<file path="config.mk">
export PLATFORM = sky130hd
export DESIGN_NAME = uart_transmitter
export DESIGN_NICKNAME = d
export VERILOG_FILES = /design/src/rtl/uart_transmitter.sv
export SDC_FILE = /design/constraint.sdc
export NUM_CORES = 1
export LEC_CHECK = 0
export CORE_ASPECT_RATIO = 1.1
export CORE_UTILIZATION = 50
export DETAILED_ROUTE_END_ITERATION = 10
export GPL_ROUTABILITY_DRIVEN = 0
export PLACE_DENSITY = 0.68
export SLEW_MARGIN = 20
export SYNTH_ARGS = -nofsm -noshare
export SYNTH_HDL_FRONTEND = slang
export SYNTH_SLANG_ARGS = --single-unit
</file>
<file path="constraint.sdc">
create_clock -name clk -period 3.47 [get_ports clk]
set_input_delay 0.5205 -clock clk [delete_from_list [all_inputs] [get_ports clk]]
set_output_delay 0.5205 -clock clk [all_outputs]
set_load 0.05 [all_outputs]
</file>
<file path="src/rtl/uart_transmitter.sv">
// 8N1 UART transmit path: a small byte FIFO fed by a write strobe, drained by a
// start/data/stop shifter that emits frames back-to-back while bytes remain queued.
module uart_transmitter #(
    parameter int CLKS_PER_BIT = 10416,
    parameter int FIFO_DEPTH   = 4
) (
    input  logic       clk,
    input  logic       i_rst_n,
    input  logic       i_wr,
    input  logic [7:0] i_data,
    output logic       o_full,
    output logic       o_tx_data,
    output logic       o_busy,
    output logic       o_done
);

    localparam int PTR_W  = $clog2(FIFO_DEPTH);
    localparam int CNT_W  = PTR_W + 1;
    localparam int BAUD_W = $clog2(CLKS_PER_BIT);

    localparam logic [BAUD_W-1:0] BAUD_LAST = BAUD_W'(CLKS_PER_BIT - 1);
    localparam logic [CNT_W-1:0]  DEPTH_CNT = CNT_W'(FIFO_DEPTH);

    typedef enum logic [1:0] {IDLE, START, DATA, STOP} state_t;

    state_t             state;
    logic [7:0]         mem [FIFO_DEPTH];
    logic [PTR_W-1:0]   wr_ptr;
    logic [PTR_W-1:0]   rd_ptr;
    logic [CNT_W-1:0]   count;
    logic [BAUD_W-1:0]  baud;
    logic [2:0]         bit_idx;
    logic [7:0]         shift;
    logic               push;
    logic               pop;
    logic               fifo_empty;
    logic               baud_done;

    assign o_full     = (count == DEPTH_CNT);
    assign fifo_empty = (count == '0);
    assign push       = i_wr && !o_full;
    assign baud_done  = (baud == BAUD_LAST);
    // The shifter takes a byte from idle, or straight out of a finishing stop bit.
    assign pop        = !fifo_empty && ((state == IDLE) || ((state == STOP) && baud_done));
    assign o_busy     = (state != IDLE);

    always_ff @(posedge clk) begin
        if (push) begin
            mem[wr_ptr] <= i_data;
        end
    end

    always_ff @(posedge clk or negedge i_rst_n) begin
        if (!i_rst_n) begin
            wr_ptr <= '0;
            rd_ptr <= '0;
            count  <= '0;
        end else begin
            if (push) begin
                wr_ptr <= wr_ptr + 1'b1;
            end
            if (pop) begin
                rd_ptr <= rd_ptr + 1'b1;
            end
            case ({push, pop})
                2'b10:   count <= count + 1'b1;
                2'b01:   count <= count - 1'b1;
                default: count <= count;
            endcase
        end
    end

    always_ff @(posedge clk or negedge i_rst_n) begin
        if (!i_rst_n) begin
            state     <= IDLE;
            baud      <= '0;
            bit_idx   <= '0;
            shift     <= '0;
            o_tx_data <= 1'b1;
            o_done    <= 1'b0;
        end else begin
            o_done <= 1'b0;
            case (state)
                IDLE: begin
                    o_tx_data <= 1'b1;
                    if (pop) begin
                        shift     <= mem[rd_ptr];
                        baud      <= '0;
                        o_tx_data <= 1'b0;
                        state     <= START;
                    end
                end
                START: begin
                    if (baud_done) begin
                        baud      <= '0;
                        o_tx_data <= shift[0];
                        bit_idx   <= '0;
                        state     <= DATA;
                    end else begin
                        baud <= baud + 1'b1;
                    end
                end
                DATA: begin
                    if (baud_done) begin
                        baud <= '0;
                        if (bit_idx != 3'd7) begin
                            shift     <= {1'b0, shift[7:1]};
                            o_tx_data <= shift[1];
                            bit_idx   <= bit_idx + 1'b1;
                        end else begin
                            o_tx_data <= 1'b1;
                            state     <= STOP;
                        end
                    end else begin
                        baud <= baud + 1'b1;
                    end
                end
                STOP: begin
                    if (baud_done) begin
                        baud   <= '0;
                        o_done <= 1'b1;
                        if (pop) begin
                            shift     <= mem[rd_ptr];
                            o_tx_data <= 1'b0;
                            state     <= START;
                        end else begin
                            state <= IDLE;
                        end
                    end else begin
                        baud <= baud + 1'b1;
                    end
                end
                default: state <= IDLE;
            endcase
        end
    end

endmodule

</file>
==> flow_summary_export.csv, run 1 <==
group,metric,value,unit
route,drc,0,
synth,synth_top_family_by_area,"simple AND/OR/NAND/NOR gates",
synth,synthMuxAreaShare,11.81,%
synth,synth.distinct_cells,53,
layout,final_cells,365,
sta,fin_crit_sh,81.85,%
synth,ys.flop_type,"dfrtp_1",
setup_path,worst_setup_path_start_kind,"flop",
setup_path,path_buf_inv,3,
layout,utilization,57.91,%
synth,synth_area_leaders,"edfxtp_1 (28%), dfrtp_1 (26%), mux4_2 (5.3%), ha_1 (5.2%), mux2_2 (5.0%)",
flow_run,cap_violations,0,
sta,setup_tns,0,ns
grt,grt_pass1_vias,2175,
placed_design,dp.cells,349,
cts,cts.hold.buffers_added,0,
cts,cts_tree,"yes",
synth,yosysMostFrequentCell,"dfrtp_1",
synth,netlist_top_cells_count,"dfrtp_1 (35), edfxtp_1 (32), nand2_1 (19)",
min_path,min_path_type,"in -> async",
synth,synthArstFlopShare,52.94,%
layout,synthToLayoutAreaGrowth,12.00,%
setup_path,crit_chain,"inv_1 > ha_1 > inv_1 > clkdlybuf4s50_1",
synth,yosysWarnings,0,
synth,synth_edf_count,32,
setup_path,crit_arrival,2.32,ns
setup_path,r2r_slack,0.75,ns
synth,seq_area_frac_synth,54.96,%
floorplan,die_y,88.36,µm
setup_path,cp_top_family,"buffers and inverters",
synth,syn_avg_cell_area,12.89,µm²
synth,synth_top_area_share,28.35,%
setup_path,path_depth,4,
grt,grt_use_total,20.27,%
power_and_ir_drop,power_density,806.6,nW/µm²
layout,fin_nets,304,
floorplan,start_util,51.71,%
sta,worst_pin_slew,0.7844,ns
route,wl_per_cell,16.93,µm
floorplan,ios,15,
power_and_ir_drop,ir_drop,361.9,µV
cts,insertion_delay,0.34,ns
grt,grt_overflow,0,
floorplan,coreArea,6555,µm²
synth,synth_fp_nets,289,
setup_path,worstSetupPathType,"reg -> out",
floorplan,num_rows,31,
synth,netlist_area,3390,µm²
cts,cts_root_buf,"clkbuf_8",
setup_path,slowest_stage,"clkdlybuf4s50_1",
cts,htreeDepth,3,
sta,finalHoldViolations,0,
cts,clk_path_buf_depth,2,
route,via_count,2119,
grt,grt_pass1_wl,10580,µm
route,drt_iter0_markers,111,
floorplan,die_area,7113,µm²
cts,postCtsSetupRepairBufs,0,
route,wirelength,6178,µm
power_and_ir_drop,leakagePower,1.484,nW
floorplan,die_width,80.51,µm
route,postRouteAntennaNets,0,
setup_path,cpPeakStageDelay,0.83,ns
layout,antenna_cells,0,
synth,ys_ff_latch,68,
placed_design,dp_hpwl,4199,µm
sta,skew,0.008943,ns
synth,synthAdderAreaFrac,5.759,%
sta,min_period,2.840,ns
sta,slew_viol_final,0,
layout,drive_above_1_share,17.67,%
synth,synth_xor_area_share,1.292,%
cts,cts_resized,0,
synth,synth-compound-area-share,10.45,%
synth,synth-simple-area-share,12.51,%
cts,clock_sinks,68,
cts,cts_made_buffers,9,
cts,clk_pin_slew,0.08,ns
grt,antenna_found_initial,0,
setup_path,crit_fanout,12,
grt,grt_max_degree,37,
sta,rsz0062_at_grt,"false",
setup_path,crit_path_end_kind,"output port",
placed_design,port_buffers,14,
route,drt-pass1-iter-count,4,
sta,maxSlewHeadroom,47.02,%
sta,setup_viol,0,
layout,n_fill_cell,527,
setup_path,cpMostUsedCell,"inv_1",
setup_path,r2r_cells,10,
outcome,outcome,"completed",
sta,fmax,352.1,MHz
synth,syn_inst,263,
synth,yosysTopAreaCell,"edfxtp_1",
route,drt-vias-per-instance,5.805,
setup_path,crit_required,2.95,ns
-- path summary, 6_finish.rpt --
check,from,to
worst max-delay path,state[0]$_DFFE_PN0P_,o_busy
worst min-delay path,i_rst_n,baud[13]$_DFFE_PN0N_
max in group asynchronous,i_rst_n,shift[3]$_DFFE_PN0P_
worst max register to register,baud[0]$_DFFE_PN0N_,count[2]$_DFFE_PN0P_
worst min register to register,o_tx_data$_DFFE_PN1P_,o_tx_data$_DFFE_PN1P_
min in group clk,o_tx_data$_DFFE_PN1P_,o_tx_data$_DFFE_PN1P_
-- power by group --
| part | leakage, nW | internal, W | switching (W) | total, W |
|---|---|---|---|---|
| Combinational | 0.637 | 0.000561 | 0.000580 | 0.00114 |
| Sequential | 0.749 | 0.00107 | 0.000172 | 0.00124 |
| Clock | 0.0984 | 0.000343 | 0.000339 | 0.000682 |
| Total | 1.48 | 0.00197 | 0.00109 | 0.00306 |
-- stage by stage --
stage | total power [W] | setup slack [ns] | hold slack [ns] | cell area, µm²
2_1_floorplan | 0.002134 | 0.4948 | 0.2249 | 3390
6_report | 0.003062 | 0.6299 | 0.2590 | 3796
3_5_place_dp | 0.002409 | 0.7796 | 0.4714 | 3590
4_1_cts | 0.003097 | 0.6174 | 0.2809 | 3796
3_3_place_gp | 0.002381 | 0.8407 | 0.4596 | 3590
5_1_grt | 0.003293 | 0.4864 | 0.3138 | 3796
-- routing by layer --
| metal | wire, µm | track usage (%) |
|---|---|---|
| met1 | 2713 | 24.85 |
| met5 | 0 | 0 |
| met3 | 219 | 5.567 |
| met2 | 3228 | 34.36 |
| met4 | 16 | 7.305 |
-- cell type report --
class,count,area (µm²),area share [%]
clock inverters,7,82.58,2.175
multi-input cells,168,1418,37.34
inverters,15,56.30,1.483
flip-flops and latches,68,1863,49.08
repair buffers,16,150.1,3.955
well taps,82,102.6,2.703
clock buffers,9,123.9,3.263
-- flip-flops by register name (all words and copies together), names as in the netlist --
register,cells
count,3
baud,14
mem,32
state,2
o_tx_data,1
rd_ptr,2
shift,8
o_done,1
bit_idx,3
wr_ptr,2
-- worst reg2reg max path, stage by stage (launching register included) --
cell	delay, ns
dfrtp_1	0.40
ha_1	0.24
and4_1	0.33
and4_1	0.30
a21oi_1	0.26
nor2_1	0.08
ha_1	0.25
fa_1	0.38
xnor2_1	0.13
nor2_1	0.13
xor2_1	0.15
-- placed cells by master, fill, tap and decap left out, types with 3 or more instances in the layout --
cell type	n
a21oi_1	12
a22o_1	5
a31oi_1	5
and2_1	7
and4_1	4
clkbuf_8	9
clkdlybuf4s50_1	13
dfrtp_1	35
edfxtp_1	32
ha_1	14
inv_1	14
mux2_2	15
mux2i_1	4
mux4_2	8
nand2_1	19
nand3_1	5
nand4_1	6
nor2_1	5
o21ai_0	13
o221ai_1	3
or3_1	4
xnor2_1	4
-- cell families (layout without fill, tap and decap cells) --
group,Yosys count,after routing
AO/OA/AOI/OAI,51,51
XOR/XNOR,5,5
adder cells (fa/ha/maj),15,15
buffers and inverters,27,47
flip-flops,68,68
multiplexers,28,28
AND/OR/NAND/NOR,69,69
(Power assumes the default switching activity.)
==> inputs of run 2 (changes only) <==
==> constraint.sdc (replaced) <==
create_clock -name clk -period 2.9 [get_ports clk]
set_input_delay 0.435 -clock clk [delete_from_list [all_inputs] [get_ports clk]]
set_output_delay 0.435 -clock clk [all_outputs]
set_load 0.05 [all_outputs]
==> run 2 against run 1 <==
Power is 22% higher; worst hold slack got worse by 0.090 ns; die area stayed put; critical path type unchanged.
==> flow_summary_export.csv, run 2 (same netlist as run 1, synthesis figures left out) <==
group,metric,value,unit
sta,worst_pin_slew,0.8182,ns
route,drt_iter0_markers,207,
sta,setup_viol,0,
min_path,min_path_type,"in -> async",
layout,final_cell_mix,"dfrtp_1 (35), edfxtp_1 (32), nand2_1 (19)",
setup_path,cpMostUsedCell,"inv_1",
grt,antenna_found_initial,0,
grt,grt_pass1_wl,10360,µm
floorplan,ios,15,
sta,rsz0062_at_grt,"false",
setup_path,crit_required,2.47,ns
sta,maxSlewHeadroom,45.46,%
sta,slew_viol_final,0,
layout,antenna_cells,0,
grt,grt_overflow,0,
grt,grt_pass1_vias,2125,
setup_path,regToRegEndpoint,"count[1]$_DFFE_PN0P_",
floorplan,die_width,80.51,µm
placed_design,port_buffers,14,
sta,finalHoldViolations,0,
layout,seq_area,1863,µm²
power_and_ir_drop,power_switching,0.001335,W
power_and_ir_drop,total_power,0.003726,W
setup_path,cpPeakStageDelay,0.83,ns
cts,postCtsSetupRepairBufs,0,
setup_path,r2r_cells,7,
setup_path,crit_arrival,2.35,ns
layout,top_regs,"mem x32, baud x14, shift x8",
power_and_ir_drop,p_seq_share,39.8,%
cts,cts_root_buf,"clkbuf_8",
layout,multiInputGateArea,1423,µm²
route,postRouteAntennaNets,0,
cts,cts_made_buffers,9,
setup_path,crit_chain,"inv_1 > ha_1 > inv_1 > clkdlybuf4s50_1",
grt,grt_max_degree,37,
floorplan,die_y,88.36,µm
setup_path,crit_fanout,12,
route,drt-pass1-iter-count,4,
layout,top_register,"mem",
cts,clk_pin_slew,0.09,ns
sta,min_period,2.781,ns
flow_run,cap_violations,0,
floorplan,die_area,7113,µm²
sta,fmax,359.6,MHz
floorplan,num_rows,31,
setup_path,slowest_stage,"clkdlybuf4s50_1",
setup_path,crit_path_end_kind,"output port",
setup_path,worst_setup_path_start_kind,"flop",
power_and_ir_drop,ir_drop,445.4,µV
sta,fin_crit_sh,95.88,%
outcome,outcome,"completed",
layout,drive_above_1_share,20.27,%
setup_path,r2r_start,"baud[6]$_DFFE_PN0N_",
layout,synthToLayoutAreaGrowth,13.95,%
power_and_ir_drop,power_density,964.7,nW/µm²
power_and_ir_drop,leakagePower,1.532,nW
route,via_count,2196,
cts,clock_sinks,68,
cts,clk_path_buf_depth,2,
layout,final_common_cell,"dfrtp_1",
cts,cts_tree,"yes",
setup_path,r2r_slack,0.39,ns
power_and_ir_drop,p_clk_share,21.9,%
grt,grt_use_total,20.10,%
route,drt-vias-per-instance,5.887,
sta,setup_tns,0,ns
layout,n_fill_cell,533,
power_and_ir_drop,p_int,0.002391,W
floorplan,coreArea,6555,µm²
route,wirelength,6414,µm
sta,skew,0.01102,ns
cts,htreeDepth,3,
power_and_ir_drop,comb_power_share,38.2,%
placed_design,dp_hpwl,4361,µm
route,wl_per_cell,17.20,µm
power_and_ir_drop,swShare,35.82,%
layout,fin_nets,312,
cts,insertion_delay,0.36,ns
setup_path,worstSetupPathType,"reg -> out",
floorplan,start_util,51.71,%
cts,cts.hold.buffers_added,0,
cts,cts_resized,0,
layout,largest_reg_flops,32,
route,drc,0,
==> run 2: worst max-delay path: cells and delay by family, from the launching register on <==
kind                       cells  cell delay [ns]
adders and majority gates      1             0.37
DFF                            1             0.46
buffers and inverters          3             1.16
==> run 2: metal layers <==
metal  routed length, µm  part of all wire [%]  global-route usage, %
met5                   0                     0                      0
met4                 123                   1.9                  10.23
met3                 171                   2.7                  3.402
met2                3293                    51                  33.44
met1                2826                    44                  25.35
==> run 2: worst max-delay path by stage <==
stage | slack, ns | cells past startpoint | startpoint | end
after floorplan | 0.40 | 11 | baud[0]$_DFFE_PN0N_ | count[2]$_DFFE_PN0P_
after global placement | 0.46 | 10 | baud[0]$_DFFE_PN0N_ | count[2]$_DFFE_PN0P_
after detailed placement | 0.40 | 10 | baud[0]$_DFFE_PN0N_ | count[2]$_DFFE_PN0P_
after CTS | 0.11 | 4 | state[0]$_DFFE_PN0P_ | o_busy
after global routing | 0.02 | 4 | state[1]$_DFFE_PN0P_ | o_busy
final | 0.12 | 4 | state[0]$_DFFE_PN0P_ | o_busy
==> run 2: final cells by class <==
| class | count | area share (%) |
|---|---|---|
| sequential | 68 | 48.23 |
| multi-input combinational | 168 | 36.83 |
| timing repair buffer | 24 | 5.442 |
| clock buffer | 9 | 3.207 |
| tap | 82 | 2.656 |
| clock inverter | 7 | 2.170 |
| inverter | 15 | 1.458 |
==> run 2: per-stage QoR <==
stage               hold slack [ns]  setup WS (ns)  area [µm²]  utilization, %  cells
floorplan                    0.1394         0.3976        3395               -    263
global placement             0.4604         0.4632        3655           55.75    357
detailed placement           0.4607         0.3962        3655           55.75    357
CTS                          0.2050         0.1111        3862           58.92    373
global route                 0.2422        0.01995        3862           58.92    373
finish                       0.1691         0.1194        3862           58.92    373
==> run 2: power by group through the flow <==
stage	logic, W	clock network (W)	registers [W]
2_1_floorplan	0.00113	0	0.00143
3_3_place_gp	0.00139	0	0.00149
3_5_place_dp	0.00143	0	0.00151
4_1_cts	0.00143	0.000833	0.00149
5_1_grt	0.00157	0.000871	0.00152
6_report	0.00143	0.000816	0.00148
==> inputs of run 3 (changes only) <==
--- a/config.mk
+++ b/config.mk
@@ -6,11 +6,11 @@
 export NUM_CORES = 1
 export LEC_CHECK = 0
 export CORE_ASPECT_RATIO = 1.1
+export CORE_MARGIN = 2
 export CORE_UTILIZATION = 50
 export DETAILED_ROUTE_END_ITERATION = 10
 export GPL_ROUTABILITY_DRIVEN = 0
 export PLACE_DENSITY = 0.68
-export SLEW_MARGIN = 20
 export SYNTH_ARGS = -nofsm -noshare
 export SYNTH_HDL_FRONTEND = slang
 export SYNTH_SLANG_ARGS = --single-unit
==> run 3 against run 2 <==
Sequential power about the same; setup slack improved by 0.11 ns; power decreased by 0.88%; clock power decreased by 1%; core utilization decreased by 0.56 points; wire length decreased by 4.4%; flip-flop and latch count unchanged; register-to-register slack got worse by 0.16 ns; final cell count decreased by 0.54%; sequential share of layout area increased by 0.17 points; design area decreased by 0.36%; combinational power about the same.
==> flow_summary_export.csv, run 3 (same netlist as run 1, synthesis figures left out) <==
group,metric,value,unit
route,via_count,2148,
grt,grt_max_degree,37,
sta,maxSlewHeadroom,43.95,%
cts,cts_root_buf,"clkbuf_8",
cts,cts_tree,"yes",
power_and_ir_drop,ir_drop,490.2,µV
layout,final_cells,371,
layout,final_cell_mix,"dfrtp_1 (35), edfxtp_1 (32), nand2_1 (19)",
sta,rsz0062_at_grt,"false",
setup_path,crit_required,3.13,ns
grt,antenna_found_initial,0,
setup_path,crit_chain,"nor4b_4 > and4_1 > a21oi_1 > nor2_1 > ha_1 > fa_1 > mux2_2",
cts,postCtsSetupRepairBufs,0,
floorplan,coreArea,6594,µm²
route,wl_per_cell,16.52,µm
sta,setup_viol,0,
sta,fmax,375.0,MHz
sta,slew_viol_final,0,
setup_path,crit_path_end_kind,"flop",
placed_design,port_buffers,14,
layout,fin_nets,310,
sta,finalHoldViolations,0,
cts,clock_sinks,68,
cts,cts_made_buffers,9,
layout,drive_above_1_share,19.72,%
cts,htreeDepth,3,
power_and_ir_drop,power_density,959.7,nW/µm²
layout,top_regs,"mem x32, baud x14, shift x8",
route,drt-vias-per-instance,5.790,
sta,worst_pin_slew,0.8407,ns
setup_path,worst_setup_path_start_kind,"flop",
setup_path,worstSetupPathType,"reg -> reg",
setup_path,cpPeakStageDelay,0.52,ns
route,wirelength,6129,µm
route,drt_iter0_markers,103,
cts,clk_pin_slew,0.08,ns
route,postRouteAntennaNets,0,
power_and_ir_drop,total_power,0.003694,W
flow_run,cap_violations,0,
placed_design,preCtsSetupSlack,0.2855,ns
layout,utilization,58.37,%
placed_design,dp_hpwl,4270,µm
setup_path,slowest_stage,"dfrtp_1",
layout,top_register,"mem",
layout,n_fill_cell,574,
floorplan,die_y,90.36,µm
setup_path,crit_arrival,2.89,ns
floorplan,die_area,7455,µm²
route,drc,0,
min_path,min_path_type,"in -> async",
grt,grt_use_total,18.01,%
grt,grt_pass1_vias,2105,
cts,clk_path_buf_depth,2,
sta,setup_tns,0,ns
layout,antenna_cells,0,
outcome,outcome,"completed",
floorplan,num_rows,31,
grt,grt_pass1_wl,10180,µm
power_and_ir_drop,leakagePower,1.527,nW
floorplan,die_width,82.51,µm
sta,skew,0.01017,ns
setup_path,r2r_slack,0.23,ns
floorplan,ios,15,
grt,grt_overflow,0,
route,drt-pass1-iter-count,4,
layout,synthToLayoutAreaGrowth,13.55,%
layout,final_common_cell,"dfrtp_1",
placed_design,dp.cells,355,
setup_path,crit_fanout,10,
sta,min_period,2.667,ns
cts,insertion_delay,0.34,ns
floorplan,start_util,51.40,%
layout,largest_reg_flops,32,
sta,fin_crit_sh,91.95,%
sta,fin_ws,0.2334,ns
-- run 3: cell count changes in the layout (fill, tap and decap cells not counted) --
cell	change
buf_4	-2
clkdlybuf4s50_1	-1
clkinv_4	+1
clkinvlp_4	-1
dlymetal6s2s_1	+1
inv_6	+1
inv_8	-1
-- run 3: per-layer routing --
metal  wire length (µm)  track usage, %
met5                  0               0
met4                 59           4.781
met3                177           5.400
met2               3033           27.69
met1               2858           24.95
-- run 3: path summary, 6_finish.rpt --
kind                                       startpoint                    end  depth (start not counted)
worst min-delay path                          i_rst_n    baud[7]$_DFFE_PN0N_                          1
worst max register to register    baud[4]$_DFFE_PN0N_   count[1]$_DFFE_PN0P_                          7
worst min register to register  o_tx_data$_DFFE_PN1P_  o_tx_data$_DFFE_PN1P_                          2
min in group clk                o_tx_data$_DFFE_PN1P_  o_tx_data$_DFFE_PN1P_                          2
max in group asynchronous                     i_rst_n  rd_ptr[1]$_DFFE_PN0P_                          1
worst max-delay path              baud[4]$_DFFE_PN0N_   count[1]$_DFFE_PN0P_                          7
-- run 3: power by group --
part	switching, W	internal [W]
clock	0.000397	0.000411
combinational	0.000702	0.000700
sequential	0.000208	0.00128
-- run 3: cell type report --
class / count / area, µm² / area share [%]
tap: 82 / 102.6 / 2.666
clock inverter: 7 / 82.58 / 2.146
inverter: 15 / 56.30 / 1.463
sequential: 68 / 1863 / 48.41
timing repair buffer: 22 / 197.7 / 5.137
clock buffer: 9 / 123.9 / 3.218
multi-input combinational: 168 / 1423 / 36.96
-- run 3: what timing repair did --
action / 4_1_cts / 5_1_grt
hold buffers: 0 / 0
hold endpoints to repair: 0 / 0
resized for setup: 0 / 1
endpoints found under the setup margin: 0 / 1
-- run 3: per-stage QoR --
step | hold WS [ns] | instance area [µm²]
2_1_floorplan | 0.1394 | 3395
3_3_place_gp | 0.4675 | 3640
3_5_place_dp | 0.4769 | 3640
4_1_cts | 0.2054 | 3846
5_1_grt | 0.2499 | 3849
6_report | 0.1879 | 3849
-- run 3: worst max-delay path, delay by kind of cell (launching register included) --
kind / cells / cell delay (ns)
AOI/OAI and AO/OA: 1 / 0.14
adders and majority gates: 2 / 0.64
DFF: 1 / 0.52
muxes: 1 / 0.27
and+or+nand+nor: 3 / 0.98
